### config.mk
export PLATFORM = sky130hd
export DESIGN_NAME = uart_tx_scheduler
export DESIGN_NICKNAME = d
export VERILOG_FILES = /design/src/rtl/uart_pkg.sv /design/src/rtl/rr_arbiter.sv /design/src/rtl/uart_tx_scheduler.sv
export SDC_FILE = /design/constraint.sdc
export NUM_CORES = 1
export LEC_CHECK = 0
export CORE_AREA = 2 2 73 75
export DETAILED_ROUTE_END_ITERATION = 16
export DIE_AREA = 0 0 75 77
export HOLD_SLACK_MARGIN = 0.03
export PLACE_DENSITY = 0.75
export SYNTH_ARGS = -nofsm -noshare
export SYNTH_HDL_FRONTEND = slang
export SYNTH_SLANG_ARGS = --single-unit
### constraint.sdc
create_clock -name sysclk -period 2.69 [get_ports sysclk]
set_input_delay 0.807 -clock sysclk [delete_from_list [all_inputs] [get_ports sysclk]]
set_output_delay 0.807 -clock sysclk [all_outputs]
set_load 0.005 [all_outputs]
### src/rtl/uart_pkg.sv
// Shared definitions for the UART transmit scheduler: clocking constants,
// scheduler state encoding and the counter width helper.
package uart_pkg;

    localparam int SYS_CLK_FREQ = 125000000;
    localparam int BAUD_RATE    = 115200;
    localparam int BAUD_LENGTH  = SYS_CLK_FREQ / BAUD_RATE;
    localparam int BYTE_W       = 8;

    typedef enum logic [1:0] {
        IDLE,
        XFER,
        GAP
    } sched_state_e;

    // Wide enough to hold the larger of the two terminal counts without overflow.
    function automatic int cnt_width(input int a, input int b);
        int m;
        m = (a > b) ? a : b;
        return (m < 1) ? 1 : $clog2(m + 1);
    endfunction

endpackage

### src/rtl/rr_arbiter.sv
// Combinational round-robin pick: first requesting index at or above ptr,
// wrapping modulo N. Correct for non-power-of-two N.
module rr_arbiter #(
    parameter int N = 4
) (
    input  logic [N-1:0]         req,
    input  logic [$clog2(N)-1:0] ptr,
    output logic [N-1:0]         grant,
    output logic [$clog2(N)-1:0] idx
);

    localparam int IW = $clog2(N);

    logic          found;
    int            cand;
    logic [IW-1:0] cand_idx;

    always_comb begin
        grant    = '0;
        idx      = '0;
        found    = 1'b0;
        cand     = 0;
        cand_idx = '0;
        for (int i = 0; i < N; i++) begin
            cand = int'(ptr) + i;
            if (cand >= N) begin
                cand = cand - N;
            end
            cand_idx = IW'(cand);
            if (!found && req[cand_idx]) begin
                found           = 1'b1;
                grant[cand_idx] = 1'b1;
                idx             = cand_idx;
            end
        end
    end

endmodule

### src/rtl/uart_tx_scheduler.sv
// Shares one byte-wide UART transmitter among NUM_REQ requesters, granting
// whole packets round-robin with an idle gap and a stall timeout.
module uart_tx_scheduler
    import uart_pkg::*;
#(
    parameter int NUM_REQ        = 4,
    parameter int GAP_CYCLES     = BAUD_LENGTH,
    parameter int TIMEOUT_CYCLES = 1000000
) (
    input  logic                        sysclk,
    input  logic                        rst,
    input  logic [NUM_REQ-1:0]          req_valid,
    input  logic [BYTE_W*NUM_REQ-1:0]   req_data,
    input  logic [NUM_REQ-1:0]          req_last,
    output logic [NUM_REQ-1:0]          req_ready,
    output logic [BYTE_W-1:0]           tx_data,
    output logic                        tx_valid,
    input  logic                        tx_ready,
    output logic [$clog2(NUM_REQ)-1:0]  grant_id,
    output logic                        busy,
    output logic                        timeout_err
);

    localparam int IW = $clog2(NUM_REQ);
    localparam int CW = cnt_width(GAP_CYCLES, TIMEOUT_CYCLES);
    localparam logic [CW-1:0] GAP_LAST = CW'((GAP_CYCLES > 0) ? GAP_CYCLES - 1 : 0);
    localparam logic [CW-1:0] TO_LAST  = CW'((TIMEOUT_CYCLES > 0) ? TIMEOUT_CYCLES - 1 : 0);
    localparam logic [IW-1:0] LAST_ID  = IW'(NUM_REQ - 1);
    localparam sched_state_e  POST_PKT = (GAP_CYCLES == 0) ? IDLE : GAP;

    sched_state_e   state_q, state_d;
    logic [IW-1:0]  grant_q, grant_d;
    logic [IW-1:0]  rr_ptr_q, rr_ptr_d;
    logic [CW-1:0]  cnt_q, cnt_d;
    logic [NUM_REQ-1:0] arb_grant;
    logic [IW-1:0]  arb_idx;
    logic [IW-1:0]  next_ptr;
    logic           accept;

    rr_arbiter #(
        .N(NUM_REQ)
    ) u_arb (
        .req   (req_valid),
        .ptr   (rr_ptr_q),
        .grant (arb_grant),
        .idx   (arb_idx)
    );

    assign next_ptr = (grant_q == LAST_ID) ? '0 : grant_q + IW'(1);
    assign grant_id = grant_q;
    assign busy     = (state_q != IDLE);

    always_ff @(posedge sysclk) begin
        if (rst) begin
            state_q  <= IDLE;
            grant_q  <= '0;
            rr_ptr_q <= '0;
            cnt_q    <= '0;
        end else begin
            state_q  <= state_d;
            grant_q  <= grant_d;
            rr_ptr_q <= rr_ptr_d;
            cnt_q    <= cnt_d;
        end
    end

    // One counter serves both the stall timeout in XFER and the gap in GAP.
    always_comb begin
        state_d     = state_q;
        grant_d     = grant_q;
        rr_ptr_d    = rr_ptr_q;
        cnt_d       = cnt_q;
        req_ready   = '0;
        tx_valid    = 1'b0;
        tx_data     = '0;
        timeout_err = 1'b0;
        accept      = 1'b0;

        unique case (state_q)
            IDLE: begin
                cnt_d = '0;
                if (|arb_grant) begin
                    grant_d = arb_idx;
                    state_d = XFER;
                end
            end
            XFER: begin
                tx_valid           = req_valid[grant_q];
                tx_data            = req_data[BYTE_W*int'(grant_q) +: BYTE_W];
                req_ready[grant_q] = tx_ready;
                accept             = tx_valid && tx_ready;
                if (accept) begin
                    cnt_d = '0;
                    if (req_last[grant_q]) begin
                        rr_ptr_d = next_ptr;
                        state_d  = POST_PKT;
                    end
                end else if (TIMEOUT_CYCLES != 0) begin
                    if (cnt_q == TO_LAST) begin
                        timeout_err = 1'b1;
                        rr_ptr_d    = next_ptr;
                        cnt_d       = '0;
                        state_d     = POST_PKT;
                    end else begin
                        cnt_d = cnt_q + CW'(1);
                    end
                end
            end
            GAP: begin
                if (cnt_q == GAP_LAST) begin
                    cnt_d   = '0;
                    state_d = IDLE;
                end else begin
                    cnt_d = cnt_q + CW'(1);
                end
            end
            default: begin
                state_d = IDLE;
            end
        endcase

        // Nothing leaves the block while reset is held, whatever state it was in.
        if (rst) begin
            req_ready   = '0;
            tx_valid    = 1'b0;
            timeout_err = 1'b0;
        end
    end

endmodule

* After elaboration in Yosys (flattened, before gate mapping)
Cells that the tools add are included.
Word-level totals: flip-flop bits (word level) 26, bits of input ports 43, output and inout bits 17, logic and storage cells 122
Cells by class: add/sub/neg operators 9, magnitude comparators 14, equality and inequality tests 10, shifts and indexed selects 1, muxes and demuxes 60, bitwise logic cells 4, reduce and logical (&&, ||, !) cells 20
Operators with widths (number):
- 20-bit two-way mux | 3
- 20-bit case mux with 3 select lines | 1
- 2-bit two-way mux | 17
- 32-bit by 6-bit variable part select with 8-bit output | 1
- 4-bit two-way mux | 6
- 20-bit by 1-bit adder with 20-bit output, second input constant | 1
- 20-bit by 11-bit == test with 1-bit output, second input constant | 1
- 20-bit == test, second input constant | 1
- 1-bit two-way mux | 20
- 2-bit by 3-bit less-than comparator with 1-bit output, second input constant | 5
- 1-bit binary-select mux with 2-bit select | 6
- 4-bit bitwise OR | 3
- 1-bit demux with 2-bit select | 5
- 2-bit by 1-bit greater-or-equal comparator with 1-bit output, second input constant | 5
- 3-bit greater-or-equal comparator, second input constant | 3
- 1-bit logical AND | 9
- 8-bit two-way mux | 1
- 2-bit by 1-bit subtractor with 2-bit output, second input constant | 4
- 2-bit by 2-bit adder with 3-bit output, second input constant | 2
- 3-bit != test, second input constant | 2
- 2-bit case mux with 3 select lines | 1
- 4-bit AND | 1
- 2-bit == test, second input constant | 2
- 2-bit != test, second input constant | 2
- other kinds (13) | 16

* Logic depth before layout (Yosys ltp)
Gate-level depths: netlist of the first run.
word-level depth 17, gate-level depth with buffers 9, depth with buffers taken out 8

* By module
From an unflattened synthesis of the first run, not the netlist that was laid out.
Unflattened totals: cell total of the unflattened synthesis 295, area total of the unflattened synthesis 2454.9 um^2
By module, submodules not included:
- uart_tx_scheduler | instances 1, cells an instance 247, area each 2015.7 um^2, seq. area each 520.5 um^2
- rr_arbiter | instances 1, cells an instance 48, area each 439.2 um^2, seq. area each 0.0 um^2

* Least setup slack after synthesis of the first run
Ideal clock, no wire load.
path kind reg-to-reg, start point reg rr_ptr_q[0], end point reg state_q[1], setup time 0.123 ns, data arrival time 2.410 ns, data required time 2.567 ns, setup slack 0.156 ns, cell stages (with the launch flop) 10, clock period less this slack 2.534 ns, path through dfxtp_1 > buf_6 > inv_1 > ha_1 > mux4_2 > nor2b_1 > o21ai_0 > and2_1 > a21oi_1 > mux2_1
On the way: longest elaborated chain between the ends 17
RTL lines:
- from (decl) | RTL line uart_tx_scheduler.sv:33 | logic [IW-1:0] rr_ptr_q, rr_ptr_d;
- from (signal assigned) | RTL line uart_tx_scheduler.sv:62 | rr_ptr_q <= rr_ptr_d;
- branches (longest 13 deep; another with 2-bit by 1-bit adder with 3-bit output)
- 4-bit two-way mux * | RTL line rr_arbiter.sv:30 | if (!found && req[cand_idx]) begin
- 4-bit OR reduction * | RTL line uart_tx_scheduler.sv:82 | if (|arb_grant) begin
- 2-bit != test (no source line) *
- 4-bit AND reduction (no source line) *
- to (signal assigned) | RTL line uart_tx_scheduler.sv:60 | state_q <= state_d;
- to (decl) | RTL line uart_tx_scheduler.sv:31 | sched_state_e state_q, state_d;
Every way passes the cells marked *. The select of a mux whose other input is x is not followed. A chain may end at the register's enable or synchronous reset.

* Final worst setup path of the first run
start point reg cnt_q[14], end point out timeout_err
On the way: longest elaborated chain between the ends 5
RTL lines:
- from (decl) | RTL line uart_tx_scheduler.sv:34 | logic [CW-1:0] cnt_q, cnt_d;
- from (signal assigned) | RTL line uart_tx_scheduler.sv:63 | cnt_q <= cnt_d;
- 20-bit == test | RTL line uart_tx_scheduler.sv:99 | if (cnt_q == TO_LAST) begin
- 1-bit two-way mux | RTL line uart_tx_scheduler.sv:99
- 1-bit two-way mux | RTL line uart_tx_scheduler.sv:92 | if (accept) begin
- 1-bit two-way mux | RTL line uart_tx_scheduler.sv:79 | unique case (state_q)
- 1-bit two-way mux | RTL line uart_tx_scheduler.sv:123 | if (rst) begin
- to (decl) | RTL line uart_tx_scheduler.sv:21 | output logic timeout_err
No other way between the ends.

==> results of run 1 <==
==> logic make-up (layout without fill, tap and decap cells) <==
| group | count (synthesis) | after routing | share of synthesized area |
|---|---|---|---|
| AND/OR/NAND/NOR | 104 | 104 | 0.264 |
| AO/OA/AOI/OAI | 34 | 34 | 0.115 |
| flip-flops | 26 | 26 | 0.248 |
| buffers and inverters | 21 | 112 | 0.0501 |
| multiplexers | 18 | 18 | 0.172 |
| adder cells (fa/ha/maj) | 16 | 16 | 0.0955 |
| XOR/XNOR | 13 | 13 | 0.0543 |
==> worst min path at each step <==
stage | startpoint | to | slack, ns | cells after the start
2_1_floorplan | cnt_q[5]$_SDFFE_PP0P_ | cnt_q[5]$_SDFFE_PP0P_ | 0.47 | 2
3_3_place_gp | cnt_q[5]$_SDFFE_PP0P_ | cnt_q[5]$_SDFFE_PP0P_ | 0.49 | 2
3_5_place_dp | cnt_q[1]$_SDFFE_PP0P_ | cnt_q[1]$_SDFFE_PP0P_ | 0.51 | 2
4_1_cts | cnt_q[1]$_SDFFE_PP0P_ | cnt_q[1]$_SDFFE_PP0P_ | 0.52 | 2
5_1_grt | cnt_q[1]$_SDFFE_PP0P_ | cnt_q[1]$_SDFFE_PP0P_ | 0.56 | 2
6_report | cnt_q[1]$_SDFFE_PP0P_ | cnt_q[1]$_SDFFE_PP0P_ | 0.53 | 2
==> final cells by class <==
class / count / area (µm²)
fillers: 464 / 1990
multi-input cells: 185 / 1500
repair buffers: 95 / 762
flip-flops and latches: 26 / 520
well taps: 70 / 87.6
inverters: 13 / 48.8
clock buffers: 3 / 41.3
clock inverters: 1 / 30.0
==> layer usage <==
layer,track usage,up-vias,part of all wire
li1,-,1024,-
met1,0.268,982,0.44
met2,0.359,35,0.52
met3,0.0223,10,0.028
met4,0.0661,0,0.015
met5,0,-,0
==> through the flow <==
stage          hold WS, ns  std cells
2_1_floorplan        0.472        232
3_3_place_gp         0.491        387
3_5_place_dp         0.508        387
4_1_cts              0.523        393
5_1_grt              0.556        393
6_report             0.535        393
==> what timing repair did <==
action                     CTS  global route
gates resized for setup     96             6
setup endpoints to repair   19             1
hold buffers                 0             0
setup buffers                2             0
hold endpoints to repair     0             0
pin swaps                   13             1
==> flip-flops by register name, indices dropped and copies added (netlist names) <==
name / flops
cnt_q: 20
grant_id: 2
rr_ptr_q: 2
state_q: 2
==> tightest hold or removal path, cell delays in order (launching register included) <==
cell and delay, ns:
sky130_fd_sc_hd__dfxtp_1 0.36, sky130_fd_sc_hd__nand2_1 0.08, sky130_fd_sc_hd__a21oi_1 0.05
==> synthesized netlist by cell type (all sizes together) (6+ instances only) <==
cell	n
mux4	14
xnor2	6
inv	13
nand2	20
and2	12
and3	9
ha	16
dfxtp	26
nor2	22
a21oi	9
nor3	6
xor2	7
nand3	11
o21ai	11
==> power breakdown <==
part	switching, W	total (W)	internal, W
combinational	0.000348	0.000742	0.000394
sequential	0.0000232	0.000432	0.000409
clock	0.000139	0.000338	0.000199
total	0.000509	0.00151	0.00100
==> tab_implementation.tex, run 1 <==
\begin{tabular}{lr}
\hline
Metric & Value \\
\hline
\multicolumn{2}{l}{\textbf{Run status}} \\
\quad Outcome & completed \\
\multicolumn{2}{l}{\textbf{Finish}} \\
\quad Layout overhead on the synthesized area & 42.5\% \\
\quad Commonest cells after routing, fill and taps aside & sky130\_fd\_sc\_hd\_\_dlygate4sd2\_1 (38), sky130\_fd\_sc\_hd\_\_buf\_4 (36), sky130\_fd\_sc\_hd\_\_dfxtp\_1 (26) \\
\quad Final Util & 0.601 \\
\quad Commonest non-fill, non-tap cell in the layout & sky130\_fd\_sc\_hd\_\_dlygate4sd2\_1 \\
\quad \# nets final & 383 \\
\quad Proportion of layout cells with a drive suffix above 1 & 0.254 \\
\quad Area of all placed cells without fillers & 2990 µm² \\
\quad Antenna diode instance count & 0 \\
\multicolumn{2}{l}{\textbf{Timing}} \\
\quad Min Clock Period, post-route & 2.63 ns \\
\quad Fraction of the cycle the final worst path needs & 0.976 \\
\quad Slew @ Worst Pin & 0.664 ns \\
\quad Fin worst setup slack & 0.0634 ns \\
\quad Final count of hold timing violations & 0 \\
\quad Skew final & 0.00221 ns \\
\quad Final slew viol count & 0 \\
\quad Post-Route Setup TNS & 0 ns \\
\quad Finish-stage setup viols & 0 \\
\quad Max Fclk & 381 MHz \\
\quad Rel. slew slack & 0.557 \\
\multicolumn{2}{l}{\textbf{Logic synthesis}} \\
\quad Fraction of registers with async set/reset & 0 \\
\quad Post-synth top area cell & sky130\_fd\_sc\_hd\_\_dfxtp\_1 \\
\quad Most common flop cell mapped by yosys & sky130\_fd\_sc\_hd\_\_dfxtp\_1 \\
\quad Ranking of synthesized cells by area & sky130\_fd\_sc\_hd\_\_dfxtp\_1 (25\%), sky130\_fd\_sc\_hd\_\_mux4\_2 (14\%), sky130\_fd\_sc\_hd\_\_ha\_1 (9.5\%) \\
\quad Number of nets in the synthesized netlist & 291 \\
\quad Mapped Area & 2100 µm² \\
\quad Warnings from Yosys & 0 \\
\quad Share of Yosys cell area claimed by the top area cell type & 0.248 \\
\quad EDFF count, synth & 0 \\
\quad Count of distinct cell types in the synthesized netlist & 51 \\
\quad Mean instance size in the synthesized netlist & 9.04 µm² \\
\quad Post-Synthesis Cells & 232 \\
\quad Number of register bits inferred by synthesis & 26 \\
\quad Sequential area share after synthesis & 0.248 \\
\multicolumn{2}{l}{\textbf{Global route}} \\
\quad Largest net degree at the start of global routing & 20 \\
\quad Grt ovf & 0 \\
\quad First-pass GRT wire length & 9550 µm \\
\quad Vias in the first global route & 2061 \\
\quad Number of antenna violations at the first check in global routing & 0 \\
\quad GRT Util Overall & 0.209 \\
\multicolumn{2}{l}{\textbf{Setup path}} \\
\quad Critical-path top delay cell & sky130\_fd\_sc\_hd\_\_or4\_4 \\
\quad Crit path max-delay family & simple AND/OR/NAND/NOR gates \\
\quad Top fanout value on the critical path & 3 \\
\quad Ordered list of cells on the worst path & inv\_1 -> or4\_4 -> nor3\_1 -> and3\_4 -> buf\_2 \\
\quad Worst setup path endpoint & timeout\_err \\
\quad Worst stage delay on the critical path & 0.53 ns \\
\quad Slack of the worst reg-to-reg path & 0.22 ns \\
\quad Crit path DAT & 1.82 ns \\
\quad Critical setup path kind & reg2out \\
\quad Endpoint kind of the worst setup timing path & output pin \\
\quad Reg2Reg Depth & 8 \\
\quad Sort of element at the start of the critical path & register \\
\quad Req. time, crit path & 1.88 ns \\
\quad Launch point of the worst path & cnt\_q[14]\$\_SDFFE\_PP0P\_ \\
\quad Startpoint of the worst register-to-register path & rr\_ptr\_q[0]\$\_SDFFE\_PP0P\_ \\
\quad Destination of the worst register-to-register timing path & state\_q[1]\$\_SDFFE\_PP0P\_ \\
\quad Path length in cells of the critical path & 5 \\
\quad Worst path bufs/invs & 2 \\
\multicolumn{2}{l}{\textbf{Placement}} \\
\quad Placement Setup Slack & -0.676 ns \\
\quad Post-DP HPWL & 4570 µm \\
\quad Routability congestion estimate from global placement & 0.867 \\
\quad Standard cell area after detailed placement & 2970 µm² \\
\quad Number of buffers added on ports & 59 \\
\multicolumn{2}{l}{\textbf{Route}} \\
\quad Drt via density & 5.22 \\
\quad Pre-antenna DRT Iters & 4 \\
\quad Vias & 2051 \\
\quad Wire length per cell after detailed routing & 14.6 µm \\
\quad DRC errors left & 0 \\
\quad Final ANT Viol Nets & 0 \\
\quad Total wire length after detailed routing & 5750 µm \\
\quad DR iter-0 viols & 100 \\
\multicolumn{2}{l}{\textbf{Power}} \\
\quad Worst-case vdd ir drop & 0.293 mV \\
\quad Pwr Total & 0.00151 W \\
\quad Power per cell area & 506 nW/µm² \\
\quad P\_leak & 1.26 nW \\
\multicolumn{2}{l}{\textbf{CTS}} \\
\quad TritonCTS clock tree & yes \\
\quad Later-pin clock latency in the skew report & 0.28 ns \\
\quad Number of levels in the clock H-tree & 1 \\
\quad Root cell of the clock tree & sky130\_fd\_sc\_hd\_\_clkbuf\_8 \\
\quad Clock Sinks & 26 \\
\quad Worst-case clock buffer depth & 2 \\
\quad Total CTS buffers & 3 \\
\quad Clock transition at the register clock pins on the worst setup and hold paths after CTS & 0.10 ns \\
\multicolumn{2}{l}{\textbf{Die}} \\
\quad Die outline area & 5780 µm² \\
\quad Count of standard-cell rows & 26 \\
\quad Vertical die dimension & 77 µm \\
\quad Number of ports placed on the die boundary & 60 \\
\quad Horizontal extent of the die & 75 µm \\
\quad Effective utilization at floorplan & 0.421 \\
\quad Core Area & 4980 µm² \\
\multicolumn{2}{l}{\textbf{Job}} \\
\quad Max Cap Violations & 0 \\
\multicolumn{2}{l}{\textbf{Worst hold path}} \\
\quad Hold Crit Class & reg2reg \\
\hline
\end{tabular}
Note: power is estimated with default switching activity, not from simulation.
==> run 2, diff against run 1 <==
Settings changed: CTS_CLUSTER_DIAMETER set to 200, CTS_CLUSTER_SIZE set to 40.
==> results of run 2 <==
Same layout as run 1: the final DEF is identical, and so are final timing and power.
==> run 3, diff against run 2 <==
Settings changed: ABC_AREA set to 0, REMOVE_ABC_BUFFERS set to 1, SKIP_LAST_GASP set to 1.
==> tab_implementation.tex, run 3 (same netlist as run 1, synthesis figures left out) <==
\begin{tabular}{lr}
\hline
Metric & Value \\
\hline
\multicolumn{2}{l}{\textbf{Global route}} \\
\quad Met3 capacity usage during global routing & 0.0276 (was 0.0223) \\
\quad Grt ovf & 0 (unchanged) \\
\quad Vias in the first global route & 2010 (was 2061) \\
\quad GR met2 Demand/Resource & 0.361 (was 0.359) \\
\quad Met1 Resource Use GR & 0.243 (was 0.268) \\
\quad Highest-utilization routing layer at the global route stage & met2 (unchanged) \\
\quad First-pass GRT wire length & 9140 µm (was 9550 µm) \\
\quad GRT Util Overall & 0.201 (was 0.209) \\
\quad Largest net degree at the start of global routing & 20 (unchanged) \\
\quad Number of antenna violations at the first check in global routing & 0 (unchanged) \\
\multicolumn{2}{l}{\textbf{Finish}} \\
\quad \# nets final & 382 (was 383) \\
\quad Antenna diode instance count & 0 (unchanged) \\
\quad Filler instances & 464 (unchanged) \\
\quad Commonest non-fill, non-tap cell in the layout & sky130\_fd\_sc\_hd\_\_dlygate4sd2\_1 (unchanged) \\
\quad Register with the most flip-flops & cnt\_q (unchanged) \\
\quad Proportion of layout cells with a drive suffix above 1 & 0.245 (was 0.254) \\
\quad Area of all placed cells without fillers & 2980 µm² (was 2990 µm²) \\
\quad Layout overhead on the synthesized area & 42.1\% (was 42.5\%) \\
\quad Commonest cells after routing, fill and taps aside & sky130\_fd\_sc\_hd\_\_dlygate4sd2\_1 (38), sky130\_fd\_sc\_hd\_\_buf\_4 (36), sky130\_fd\_sc\_hd\_\_dfxtp\_1 (26) (unchanged) \\
\quad Largest register FFs & 20 (unchanged) \\
\quad Post-layout instance count excluding filler cells & 392 (was 393) \\
\multicolumn{2}{l}{\textbf{Die}} \\
\quad Vertical die dimension & 77 µm (unchanged) \\
\quad Die outline area & 5780 µm² (unchanged) \\
\quad Core Area & 4980 µm² (unchanged) \\
\quad Horizontal extent of the die & 75 µm (unchanged) \\
\quad Effective utilization at floorplan & 0.421 (unchanged) \\
\quad Count of standard-cell rows & 26 (unchanged) \\
\quad Number of ports placed on the die boundary & 60 (unchanged) \\
\multicolumn{2}{l}{\textbf{Placement}} \\
\quad Routability congestion estimate from global placement & 0.883 (was 0.867) \\
\quad Instance count after placement with tap cells included & 385 (was 387) \\
\quad Post-DP HPWL & 4340 µm (was 4570 µm) \\
\quad Placement Setup Slack & -0.716 ns (was -0.676 ns) \\
\quad Standard cell area after detailed placement & 2960 µm² (was 2970 µm²) \\
\quad Number of buffers added on ports & 59 (unchanged) \\
\multicolumn{2}{l}{\textbf{Timing}} \\
\quad RSZ-0062 raised after global routing & false \\
\quad Fin worst setup slack & 0.0484 ns (was 0.0634 ns) \\
\quad Final slew viol count & 0 (unchanged) \\
\quad Slew @ Worst Pin & 0.602 ns (was 0.664 ns) \\
\quad Skew final & 0.00579 ns (was 0.00221 ns) \\
\quad Fraction of the cycle the final worst path needs & 0.982 (was 0.976) \\
\quad Hold slack final & 0.517 ns (was 0.535 ns) \\
\quad Rel. slew slack & 0.599 (was 0.557) \\
\quad Min Clock Period, post-route & 2.64 ns (was 2.63 ns) \\
\quad Max Fclk & 379 MHz (was 381 MHz) \\
\quad Final count of hold timing violations & 0 (unchanged) \\
\quad Finish-stage setup viols & 0 (unchanged) \\
\multicolumn{2}{l}{\textbf{CTS}} \\
\quad Clock transition at the register clock pins on the worst setup and hold paths after CTS & 0.09 ns (was 0.10 ns) \\
\quad Root cell of the clock tree & sky130\_fd\_sc\_hd\_\_clkbuf\_8 (unchanged) \\
\quad Clock Sinks & 26 (unchanged) \\
\quad Total CTS buffers & 3 (unchanged) \\
\quad Number of levels in the clock H-tree & 1 (unchanged) \\
\quad TritonCTS clock tree & yes (unchanged) \\
\quad Worst-case clock buffer depth & 2 (unchanged) \\
\quad Later-pin clock latency in the skew report & 0.28 ns (about the same) \\
\multicolumn{2}{l}{\textbf{Power}} \\
\quad P\_leak & 1.25 nW (was 1.26 nW) \\
\quad Worst-case vdd ir drop & 0.228 mV (was 0.293 mV) \\
\quad Power per cell area & 500 nW/µm² (was 506 nW/µm²) \\
\multicolumn{2}{l}{\textbf{Route}} \\
\quad Total wire length after detailed routing & 5520 µm (was 5750 µm) \\
\quad DRC errors left & 0 (unchanged) \\
\quad Vias & 2076 (was 2051) \\
\quad Drt via density & 5.30 (was 5.22) \\
\quad DR iter-0 viols & 101 (was 100) \\
\quad Final ANT Viol Nets & 0 (unchanged) \\
\quad Wire length per cell after detailed routing & 14.1 µm (was 14.6 µm) \\
\quad Pre-antenna DRT Iters & 4 (unchanged) \\
\multicolumn{2}{l}{\textbf{Setup path}} \\
\quad Req. time, crit path & 1.88 ns (about the same) \\
\quad Sort of element at the start of the critical path & input port (was register) \\
\quad Critical setup path kind & in2out (was reg2out) \\
\quad Endpoint kind of the worst setup timing path & output pin (unchanged) \\
\quad Crit path DAT & 1.83 ns (was 1.82 ns) \\
\quad Top fanout value on the critical path & 6 (was 3) \\
\multicolumn{2}{l}{\textbf{Worst hold path}} \\
\quad Hold Crit Class & reg2reg (unchanged) \\
\multicolumn{2}{l}{\textbf{Run status}} \\
\quad Outcome & completed (unchanged) \\
\multicolumn{2}{l}{\textbf{Job}} \\
\quad Max Cap Violations & 0 (unchanged) \\
\hline
\end{tabular}
-- run 3: metrics by stage --
stage | TNS (ns) | utilization | power, W
finish | 0 | 0.599 | 0.00149
global route | 0 | 0.599 | 0.00159
CTS | -0.0662 | 0.602 | 0.00150
detailed placement | -10.53 | 0.595 | 0.00118
global placement | -9.46 | 0.595 | 0.00117
floorplan | 0 | - | 0.000819
-- run 3: worst paths after layout --
check / from / to / slack, ns / cells after the start
min: cnt_q[5]$_SDFFE_PP0P_ / cnt_q[5]$_SDFFE_PP0P_ / 0.52 / 2
min reg2reg: cnt_q[5]$_SDFFE_PP0P_ / cnt_q[5]$_SDFFE_PP0P_ / 0.52 / 2
max reg2reg: rr_ptr_q[0]$_SDFFE_PP0P_ / state_q[1]$_SDFFE_PP0P_ / 0.29 / 8
max: req_valid[0] / tx_valid / 0.05 / 4
-- run 3: report_power, final --
part,internal (W),leakage [nW],switching [W]
sequential,0.000409,0.210,0.0000221
combinational,0.000385,1.01,0.000345
clock,0.000199,0.0357,0.000131
-- run 3: critical path: stages --
cell and delay (ns):
sky130_fd_sc_hd__buf_4 0.13, sky130_fd_sc_hd__mux4_2 0.50, sky130_fd_sc_hd__and3_4 0.19, sky130_fd_sc_hd__clkdlybuf4s15_1 0.20
-- run 3: cell type report --
type                            count  area, µm²  share of cell area
Clock buffer                        3       41.3              0.0139
Clock inverter                      1       30.0              0.0101
Multi-Input combinational cell    185       1500               0.502
Sequential cell                    26        520               0.175
Timing Repair Buffer               94        756               0.254
Tap cell                           70       87.6              0.0294
Inverter                           13       48.8              0.0164
-- run 3: repair_timing --
item,in CTS,in global routing
hold buffers,0,0
buffers inserted,4,0
hold endpoints to repair,0,0
gates resized for setup,100,2
pin swaps,12,1
endpoints found under the setup margin,18,2
cloned,0,0
-- run 3: layer usage --
layer / vias to the layer above / part of all wire
met4: 0 / 0.012
met3: 5 / 0.029
met5: - / 0
li1: 1024 / -
met1: 1007 / 0.41
met2: 40 / 0.54
